## src/rtl/i2c_pkg.sv

```systemverilog
// Shared types and constants for the write-only I2C master on the FIFO read side.
package i2c_pkg;

   typedef enum logic [2:0] {
      IDLE,
      LOAD,
      START,
      ADDR,
      ACK1,
      DATA,
      ACK2,
      STOP
   } i2c_state_e;

   // Quarter index within a bit slot or START/STOP condition.
   typedef logic [1:0] qidx_t;

   // R/W bit appended to the slave address; this master only writes.
   localparam logic I2C_WRITE = 1'b0;

endpackage

```

## src/rtl/i2c_qtick_gen.sv

```systemverilog
// Quarter-period timebase: DIV rd_clk cycles per quarter, quarter index 0..3.
module i2c_qtick_gen
   import i2c_pkg::*;
#(
   parameter int unsigned DIV = 4
) (
   input  logic  rd_clk,
   input  logic  rd_rst,
   input  logic  enable,
   output logic  tick,
   output qidx_t q
);

   localparam int unsigned   CW   = (DIV > 1) ? $clog2(DIV) : 1;
   localparam logic [CW-1:0] QMAX = CW'(DIV - 1);

   logic [CW-1:0] qcnt;

   assign tick = enable && (qcnt == QMAX);

   // Count cycles within a quarter and advance the quarter index on each tick; parked at 0 while disabled.
   always_ff @(posedge rd_clk or posedge rd_rst) begin
      if (rd_rst) begin
         qcnt <= '0;
         q    <= '0;
      end else if (!enable) begin
         qcnt <= '0;
         q    <= '0;
      end else if (qcnt == QMAX) begin
         qcnt <= '0;
         q    <= q + 2'd1;
      end else begin
         qcnt <= qcnt + 1'b1;
      end
   end

endmodule

```

## src/rtl/i2c_fifo_master_tx.sv

```systemverilog
// Write-only I2C master: pops one FIFO byte per transaction and sends START, address+W, data, STOP.
module i2c_fifo_master_tx
   import i2c_pkg::*;
#(
   parameter int unsigned DIV        = 4,
   parameter logic [6:0]  SLAVE_ADDR = 7'h50
) (
   input  logic       rd_clk,
   input  logic       rd_rst,
   input  logic [7:0] rd_data,
   input  logic       rd_empty,
   output logic       rd_en,
   output logic       scl,
   output logic       sda,
   input  logic       sda_in,
   output logic       busy,
   output logic       nack
);

   localparam logic [7:0] ADDR_BYTE = {SLAVE_ADDR, I2C_WRITE};

   i2c_state_e state;
   logic [7:0] data_reg;
   logic [7:0] shreg;
   logic [2:0] bit_cnt;
   logic       nack_flag;
   logic       timed;
   logic       tick;
   qidx_t      q;

   assign rd_en = (state == IDLE) && !rd_empty;
   assign busy  = (state != IDLE);
   // LOAD is a single untimed cycle; quarters only run in the bus states.
   assign timed = (state != IDLE) && (state != LOAD);

   i2c_qtick_gen #(
      .DIV(DIV)
   ) u_qtick (
      .rd_clk(rd_clk),
      .rd_rst(rd_rst),
      .enable(timed),
      .tick  (tick),
      .q     (q)
   );

   // Transaction FSM; scl/sda are set on each tick to the level of the quarter that follows it.
   always_ff @(posedge rd_clk or posedge rd_rst) begin
      if (rd_rst) begin
         state     <= IDLE;
         scl       <= 1'b1;
         sda       <= 1'b1;
         nack      <= 1'b0;
         nack_flag <= 1'b0;
         data_reg  <= '0;
         shreg     <= '0;
         bit_cnt   <= '0;
      end else begin
         nack <= 1'b0;
         unique case (state)
            IDLE: begin
               if (!rd_empty) state <= LOAD;
            end
            LOAD: begin
               data_reg  <= rd_data;
               nack_flag <= 1'b0;
               state     <= START;
            end
            START: begin
               if (tick) begin
                  case (q)
                     2'd0: sda <= 1'b0;
                     2'd1: scl <= 1'b0;
                     2'd3: begin
                        state   <= ADDR;
                        bit_cnt <= 3'd7;
                        sda     <= ADDR_BYTE[7];
                        shreg   <= {ADDR_BYTE[6:0], 1'b0};
                     end
                     default: ;
                  endcase
               end
            end
            ADDR, DATA: begin
               if (tick) begin
                  case (q)
                     2'd1: scl <= 1'b1;
                     2'd3: begin
                        scl <= 1'b0;
                        if (bit_cnt == 3'd0) begin
                           sda   <= 1'b1;
                           state <= (state == ADDR) ? ACK1 : ACK2;
                        end else begin
                           bit_cnt <= bit_cnt - 3'd1;
                           sda     <= shreg[7];
                           shreg   <= {shreg[6:0], 1'b0};
                        end
                     end
                     default: ;
                  endcase
               end
            end
            ACK1, ACK2: begin
               if (tick) begin
                  case (q)
                     2'd1: scl <= 1'b1;
                     2'd2: begin
                        if (sda_in) begin
                           nack      <= 1'b1;
                           nack_flag <= 1'b1;
                        end
                     end
                     2'd3: begin
                        scl <= 1'b0;
                        if ((state == ACK1) && !nack_flag) begin
                           state   <= DATA;
                           bit_cnt <= 3'd7;
                           sda     <= data_reg[7];
                           shreg   <= {data_reg[6:0], 1'b0};
                        end else begin
                           state <= STOP;
                           sda   <= 1'b0;
                        end
                     end
                     default: ;
                  endcase
               end
            end
            STOP: begin
               if (tick) begin
                  case (q)
                     2'd0: scl <= 1'b1;
                     2'd1: sda <= 1'b1;
                     2'd3: state <= IDLE;
                     default: ;
                  endcase
               end
            end
            default: state <= IDLE;
         endcase
      end
   end

endmodule
```

## config.mk

```make
export PLATFORM = sky130hd
export DESIGN_NAME = i2c_fifo_master_tx
export DESIGN_NICKNAME = d
export VERILOG_FILES = /design/src/rtl/i2c_pkg.sv /design/src/rtl/i2c_qtick_gen.sv /design/src/rtl/i2c_fifo_master_tx.sv
export SDC_FILE = /design/constraint.sdc
export NUM_CORES = 1
export LEC_CHECK = 0
export CELL_PAD_IN_SITES_DETAIL_PLACEMENT = 0
export CELL_PAD_IN_SITES_GLOBAL_PLACEMENT = 2
export CORE_MARGIN = 10
export CORE_UTILIZATION = 38
export DETAILED_ROUTE_END_ITERATION = 7
export PLACE_DENSITY_LB_ADDON = 0.1
export SLEW_MARGIN = 0
export SYNTH_ARGS = -nofsm -noshare
export SYNTH_HDL_FRONTEND = slang
export SYNTH_HIERARCHICAL = 1
export SYNTH_SLANG_ARGS = --single-unit
```

## constraint.sdc

```tcl
create_clock -name rd_clk -period 4.05 [get_ports rd_clk]
set_input_delay 0.405 -clock rd_clk [delete_from_list [all_inputs] [get_ports rd_clk]]
set_output_delay 0.405 -clock rd_clk [all_outputs]
set_load 0.05 [all_outputs]
```

==> results.toml <==
[placed_design]
place_inst = 218
hpwl_um = 2370
place_congestion = 0.800
port_buffers = 16

[power]
vdd_ir_drop_max_uv = 266
power.total_mw = 1.33
p_leak_nw = 0.803
powerDensity_nw_per_um2 = 714

[worst_setup_path]
end_kind = "output port"
crit_required_ps = 3640
cp_data_arrival_time_ps = 2380
crit_path_max_fanout = 29
crit_type = "flop to output port"
critPathLaunchType = "flop"

[global_routing]
grt_pass1_wl_um = 5780
antenna_found_initial = 0
grt_pass1_vias = 1191
grt_usage_pct = 9.84
grt-ovfl-total = 0
grt_max_degree = 30

[route]
avgViaCountPerCell = 5.22
dr.pass1.iters = 4
drc = 0
num_vias = 1180
drt-total-wl_um = 3310
wl_per_cell_um = 14.6
ant_nets = 0
first_iter_violations = 70

[logic_synthesis]
synthesis.area_um2 = 1610
ys_seq_elements = 29
syn_inst = 161
async_flop_share_pct = 100
yosysTopAreaCellShare_pct = 41.9
dominantRegCellSynth = "dfrtp_1"
syn_area_per_cell_um2 = 10.0
ys_warn_count = 6
ys_seq_area_share_pct = 45.2
syn_nets = 180
synth_edf_count = 0
yosysTopAreaCell = "dfrtp_1"
synth_area_leaders = "dfrtp_1, mux2_2, ha_1"
ys_types = 45

[clocking]
clock_path_buffers = 2
post_cts_buffers = 0
numCtsBuffers = 5
cts_resized = 0
ctsHtreeMaxLevel = 2
path_clk_slew_ps = 60
cts_root_buf = "clkbuf_8"
insertion_delay_ps = 280
cts_sinks = 29
cts_hold_buf = 0
tritoncts = "yes"

[sta]
fin_crit_ps = 2780
worst_pin_slew_ps = 997
fmax_ghz = 0.360
clock_skew_ps = 6.51
rsz0062_at_grt = "no"
setup_tns_ps = 0
finalCritPeriodShare_pct = 68.7
hold_viol = 0
relSlewSlack_pct = 33.4
drv_slew = 0
finalSetupViolCount = 0

[run]
drv_cap = 0

[finish]
syn2layout_area_growth_pct = 15.8
diodes = 0
largest_register_ffs = 8
multi_input_area_um2 = 769
nFillCells = 403
drive_gt1_share_pct = 13.1
seq_area_um2 = 728
instances_no_fill = 226
finalNetCount = 194

[worst_hold_path]
hold_class = "input port to asynchronous set/reset pin"

[floorplanning]
rows = 23
initial_core_util_pct = 39.7
die_w_um = 85.1
ios = 17
core_um2 = 4060
die_h_um = 85.1
dieArea_um2 = 7250

[status]
outcome = "completed"
-- synthesized netlist by cell type (all sizes together), types with 5 or more instances --
cell type,instances
a21oi,11
a31oi,6
and2,8
buf,9
dfrtp,27
ha,7
inv,13
mux2,10
nand2,9
nor2,18
o21ai,5
-- per-stage QoR --
step,setup slack (ps),utilization [%],hold WS (ps),area (um2)
after global placement,1570,43.6,429,1770
after detailed placement,1510,43.6,428,1770
after CTS,1250,46.0,324,1870
final,1270,46.0,329,1870
after floorplan,1640,-,171,1610
after global routing,1100,46.0,347,1870
-- worst max-delay path, cell delays in order, from the launching register on --
cell	delay, ps
dfrtp_1	690
or3_1	510
nor2_1	90
clkdlybuf4s50_1	800
-- cell type report --
class	instances	area share, %
Clock buffer	6	4.43
Clock inverter	2	0.738
Inverter	13	2.62
Multi-Input combinational cell	110	41.2
Sequential cell	29	39.0
Tap cell	50	3.35
Timing Repair Buffer	16	8.58
-- logic make-up after synthesis --
kind of cell,count (synthesis),share of synthesized area [%]
flip-flops,29,45.2
buffers and inverters,22,7.07
XOR/XNOR,4,2.64
multiplexers,12,8.23
AO/OA/AOI/OAI,36,15.1
AND/OR/NAND/NOR,51,16.3
adder cells (fa/ha/maj),7,5.43
-- cells in the final DEF (no fill, tap or decap), types with 2 or more instances in the layout --
master,count
dfrtp_1,27
nor2_1,18
clkdlybuf4s50_1,16
inv_1,13
a21oi_1,11
nand2_1,9
mux2_2,8
and2_1,7
ha_1,7
a31oi_1,6
clkbuf_8,6
o21ai_0,4
nand2b_1,3
mux2i_1,2
nor2b_1,2
and4_1,2
xor2_1,2
nand3_1,2
nor3_1,2
a32oi_1,2
mux2_1,2
dfstp_2,2
-- final timing paths --
| path | cells past startpoint | slack [ps] | startpoint | endpoint |
|---|---|---|---|---|
| max | 3 | 1270 | state[0] | rd_en |
| min | 2 | 330 | rd_rst | u_qtick/qcnt[0] |
| max reg2reg | 8 | 1490 | state[2] | bit_cnt[2] |
| min reg2reg | 1 | 440 | u_qtick/qcnt[0] | u_qtick/qcnt[0] |
| max in group asynchronous | 2 | 2750 | rd_rst | state[0] |
| min in group rd_clk | 1 | 440 | u_qtick/qcnt[0] | u_qtick/qcnt[0] |
-- where the power goes --
part           switching [mW]  internal [mW]
combinational           0.306          0.254
clock                   0.113          0.137
sequential              0.130          0.391
total                   0.549          0.783
-- layer usage --
layer	track usage [%]	share of wire, %	up-vias	routed length (um)
li1	-	-	583	-
met1	12.4	48	575	1570
met2	14.6	46	18	1530
met3	3.73	4.4	4	147
met4	4.04	1.5	0	51
met5	0	0	-	0
Note: power is estimated with default switching activity, not from simulation.
==> patch 1: new RTL, config.mk and constraints unchanged <==
`DIV` is set to 4 in 2 places; all go to 8.
--- a/src/rtl/i2c_qtick_gen.sv
+++ b/src/rtl/i2c_qtick_gen.sv
@@ -4,3 +4,3 @@
 #(
-   parameter int unsigned DIV = 4
+   parameter int unsigned DIV = 8
 ) (
--- a/src/rtl/i2c_fifo_master_tx.sv
+++ b/src/rtl/i2c_fifo_master_tx.sv
@@ -4,3 +4,3 @@
 #(
-   parameter int unsigned DIV        = 4,
+   parameter int unsigned DIV        = 8,
    parameter logic [6:0]  SLAVE_ADDR = 7'h50
Function: changed (a bounded check fails within 10 cycles, from zero or initial values and one cycle with rd_rst high).
==> patch 1 against the original RTL <==
Area after synthesis grew 4.0%; utilization is 0.89 points lower; highest routed layer unchanged; cell area increased by 4.5%; routed wire length increased by 3.8%; critical endpoint unchanged; sequential cell count grew 1; worst setup slack worse by 0.0033 ns; count of clock-buffer cells in the layout is the same.
Power is not compared: it rests on default switching activity, and its combinational part moved more than twofold at a synthesized area within 25%.
==> patch 1: results (changes against the original RTL) <==
* Outcome: finished, final reports clean
* WL/cell at 14.8 µm (+1.5%)
* Multi-In Gates at 113 (+2.7%)
* DP Wirelength at 2460 µm (+3.5%)
* Netlist cell types at 47 (+4.4%)
* Clock buf count at 6 (unchanged)
* Share of cells above drive strength 1 at 12.8% (-0.22 points)
* Num CTS Buffers at 5 (unchanged)
* Gpl congestion at 0.760 (-5.0%)
* Number of global-route vias before repair at 1259 (+5.7%)
* Core area at 0.00432 mm² (+6.6%)
* Placed cells at 224 (+2.8%)
* Clock Pin Slew Worst Setup and Hold Paths at 0.06 ns (about the same)
* Synth top area cells: dfrtp_1 42%, ha_1 6.7%, mux2_2 5.4%
* Register area share after synthesis at 44.9% (-0.26 points)
* Sequential cell area at 753 µm² (+3.4%)
* Worst r2r src: state[2]$_DFFE_PP0P_
* NumNets Final at 200 (+3.1%)
* FF+latch count at 30 (+3.4%)
* Synth cell count leaders: 28 x dfrtp_1, 18 x nor2_1, 13 x inv_1, 11 x a21oi_1
* Initial DRT Pass Iterations at 4 (unchanged)
* Setup Fix Bufs, Post-CTS at 0 (unchanged)
* Hold buffers post-CTS at 0 (unchanged)
* Fraction of area in multi-input gates at 41.5% (+0.28 points)
* Synthesized Nets at 186 (+3.3%)
* Area of placed instances at 0.00184 mm² (+3.8%)
* Hold Slack at 0.340 ns (+0.0109 ns)
* Worst Hold Class: in2async
* Primary FF master, synth: dfrtp_1
* First-pass GRT wire length at 5990 µm (+3.7%)
* Detailed Route WL at 3430 µm (+3.8%)
* Slew margin rel. at 34.5% (+1.1 points)
* Area occupied by multi-input gates at 810 µm² (+5.2%)
* ClkCell Share at 5.78% (+0.61 points)
* Period minus WS final at 2.78 ns (+0.00329 ns)
* Syn Inst Count at 165 (+2.5%)
* Layout fillers at 433 (+7.4%)
* Vias at 1215 (+3.0%)
* R2r endpoint: state[0]$_DFFE_PP0P_
* Layout non-clock buf frac at 8.22% (-0.37 points)
* Worst path slowest cell: clkdlybuf4s50_1
* Fin Clk Skew at 0.00599 ns (-0.000519 ns)
* Number of synthesized flops with an enable pin at 0 (unchanged)
* Max reg flops at 8 (unchanged)
* Initial drt markers at 76 (+8.6%)
* Total track usage at 9.95% (+0.12 points)
## patch 1: metal layers
| metal | global-route usage [%] | vias up | part of all wire [%] |
|---|---|---|---|
| li1 | - | 600 | - |
| met1 | 13.2 | 591 | 50 |
| met2 | 14.3 | 19 | 44 |
| met3 | 3.85 | 5 | 4.5 |
| met4 | 3.53 | 0 | 1.5 |
| met5 | 0 | - | 0 |
## patch 1: power by group
part / total, mW / internal, mW / switching (mW)
registers: 0.300 / 0.300 / 0
clock network: 0.310 / 0.197 / 0.113
logic: 0.0169 / 0.00939 / 0.00750
total: 0.626 / 0.506 / 0.121
## patch 1: kinds of logic after synthesis
| group | count (synthesis) | synth area share [%] |
|---|---|---|
| muxes | 12 | 7.91 |
| adders and majority gates | 9 | 6.72 |
| xor gates and xnor gates | 4 | 2.54 |
| AOI/OAI and AO/OA | 36 | 14.6 |
| and+or+nand+nor | 52 | 16.6 |
| buffers and inverters | 22 | 6.79 |
| DFF | 30 | 44.9 |
==> patch 2: new RTL, same flow settings <==
Without the edit above. Reset style: synchronous (`rd_rst`), changed in 2 clocked blocks.
--- a/src/rtl/i2c_qtick_gen.sv
+++ b/src/rtl/i2c_qtick_gen.sv
@@ -21,3 +21,3 @@
    // Count cycles within a quarter and advance the quarter index on each tick; parked at 0 while disabled.
-   always_ff @(posedge rd_clk or posedge rd_rst) begin
+   always_ff @(posedge rd_clk) begin
       if (rd_rst) begin
--- a/src/rtl/i2c_fifo_master_tx.sv
+++ b/src/rtl/i2c_fifo_master_tx.sv
@@ -46,3 +46,3 @@
    // Transaction FSM; scl/sda are set on each tick to the level of the quarter that follows it.
-   always_ff @(posedge rd_clk or posedge rd_rst) begin
+   always_ff @(posedge rd_clk) begin
       if (rd_rst) begin
Behaviour: differs if rd_rst is asserted again (counterexample within 4 cycles, from zero or initial values and one cycle with rd_rst high); with rd_rst held inactive, the same outputs for 10 cycles.
==> patch 2 against the original RTL <==
Sequential cell count unchanged; cell area up 6.7%; worst setup slack got worse by 0.087 ns; routed wire length up 17%; register-to-register slack better by 0.12 ns; critical path type unchanged; worst hold slack gained 0.098 ns; area after synthesis rose by 7.3%; highest routed layer unchanged.
Power is not compared: it rests on default switching activity, and its combinational part moved more than twofold at a synthesized area within 25%.
==> patch 2: results (changes against the original RTL) <==
* Total track usage at 10.4% (+0.52 points)
* DP Wirelength at 2790 µm (+17%)
* Synthesized Nets at 210 (+17%)
* Synth top area cells: dfxtp_1 34%, ha_1 5.1%, mux2i_1 4.6%
* Number of global-route vias before repair at 1269 (+6.5%)
* Initial drt markers at 78 (+11%)
* Post-Synth Adder-Cell Area at 5.07% (-0.37 points)
* NumNets Final at 222 (+14%)
* First-pass GRT wire length at 6330 µm (+9.7%)
* Worst Reg-to-Reg Cells at 7 (-1)
* Gpl congestion at 0.763 (-4.6%)
* Compound-Gate Fraction of Synth Area at 28.4% (+13 points)
* Primary FF master, synth: dfxtp_1
* Layout fillers at 453 (+12%)
* Worst Hold Class: reg2reg
* Slew margin rel. at 46.6% (+13 points)
* Fin Clk Skew at 0.00196 ns (-0.00455 ns)
* Setup Fix Bufs, Post-CTS at 0 (unchanged)
* R2r endpoint: shreg[3]$_SDFFE_PP0P_
* Arr. time, crit path at 2.46 ns (+0.08 ns)
* Share of the synthesized area in the top cell type at 33.6% (-8.4 points)
* Largest net degree at the start of global routing at 32 (+6.7%)
* Outcome: finished, final reports clean
* Placed cells at 248 (+14%)
* Vias per std cell at 5.49 (+5.2%)
* Detailed Route WL at 3860 µm (+17%)
* Crit Path Max Fanout at 23 (-21%)
* Non-Filler Instances at 255 (+13%)
* Async SR Flop Fraction at 0% (-100 points)
* XOR/XNOR Fraction of Synth Area at 1.52% (-1.1 points)
* Netlist cell types at 55 (+22%)
* Worst r2r src: state[1]$_SDFFE_PP0P_
* Synth cell count leaders: 29 x dfxtp_1, 18 x nor2_1, 13 x a21oi_1, 9 x o21ai_0
* Register area share after synthesis at 33.6% (-12 points)
* Clock Latency Late Sink at 0.28 ns (about the same)
* Syn Area/Cell at 9.05 µm² (-9.6%)
* Hold Slack at 0.427 ns (+0.0984 ns)
patch 2: worst max path at each step:
stage / start / end / slack (ns) / depth (start not counted)
floorplan: state[0]$_SDFFE_PP0P_ / rd_en / 1.98 / 4
global placement: state[0]$_SDFFE_PP0P_ / busy / 1.52 / 3
detailed placement: state[0]$_SDFFE_PP0P_ / busy / 1.49 / 3
CTS: state[0]$_SDFFE_PP0P_ / busy / 1.16 / 3
global route: state[0]$_SDFFE_PP0P_ / busy / 1.01 / 3
finish: state[0]$_SDFFE_PP0P_ / busy / 1.18 / 3
patch 2: cell type report:
type                       instances  area share, %
inverter                           9           1.70
clock buffer                       5           3.46
multi-input combinational        140           51.9
tap                               52           3.27
clock inverter                     2           1.76
sequential                        29           29.2
timing repair buffer              18           8.80
patch 2: metal layers:
| layer | track usage [%] | part of all wire (%) |
|---|---|---|
| met5 | 0 | 0 |
| met4 | 3.33 | 1.1 |
| met3 | 4.87 | 5.5 |
| met2 | 13.6 | 41 |
| met1 | 14.3 | 52 |
patch 2: worst max-delay path, delay by kind of cell, from the launching register on:
| family | cells | cell delay (ns) |
|---|---|---|
| buffers and inverters | 2 | 1.22 |
| flip-flops | 1 | 0.78 |
| AND/OR/NAND/NOR | 1 | 0.18 |
patch 2: cells by family (layout without fill, tap and decap cells):
logic type	after synthesis	count (layout)
simple gates	58	58
buf+inv	22	34
xor+xnor	3	3
compound gates	64	64
flops	29	29
fa+ha+maj	7	7
mux	8	8
patch 2: power groups by stage:
| stage | Combinational [mW] | Clock (mW) | Sequential (mW) |
|---|---|---|---|
| final | 0.0757 | 0.289 | 0.308 |
| after global placement | 0.0747 | 0 | 0.313 |
| after floorplan | 0.0612 | 0 | 0.304 |
| after global routing | 0.0816 | 0.311 | 0.309 |
| after CTS | 0.0762 | 0.298 | 0.307 |
| after detailed placement | 0.0760 | 0 | 0.314 |
patch 2: metrics by stage:
| stage | utilization (%) | power (mW) | cell area [µm²] | setup slack [ns] |
|---|---|---|---|---|
| finish | 45.4 | 0.673 | 1990 | 1.18 |
| global route | 45.4 | 0.701 | 1990 | 1.01 |
| CTS | 45.4 | 0.681 | 1990 | 1.16 |
| detailed placement | 43.0 | 0.390 | 1890 | 1.49 |
| global placement | 43.0 | 0.388 | 1890 | 1.52 |
| floorplan | - | 0.365 | 1730 | 1.98 |
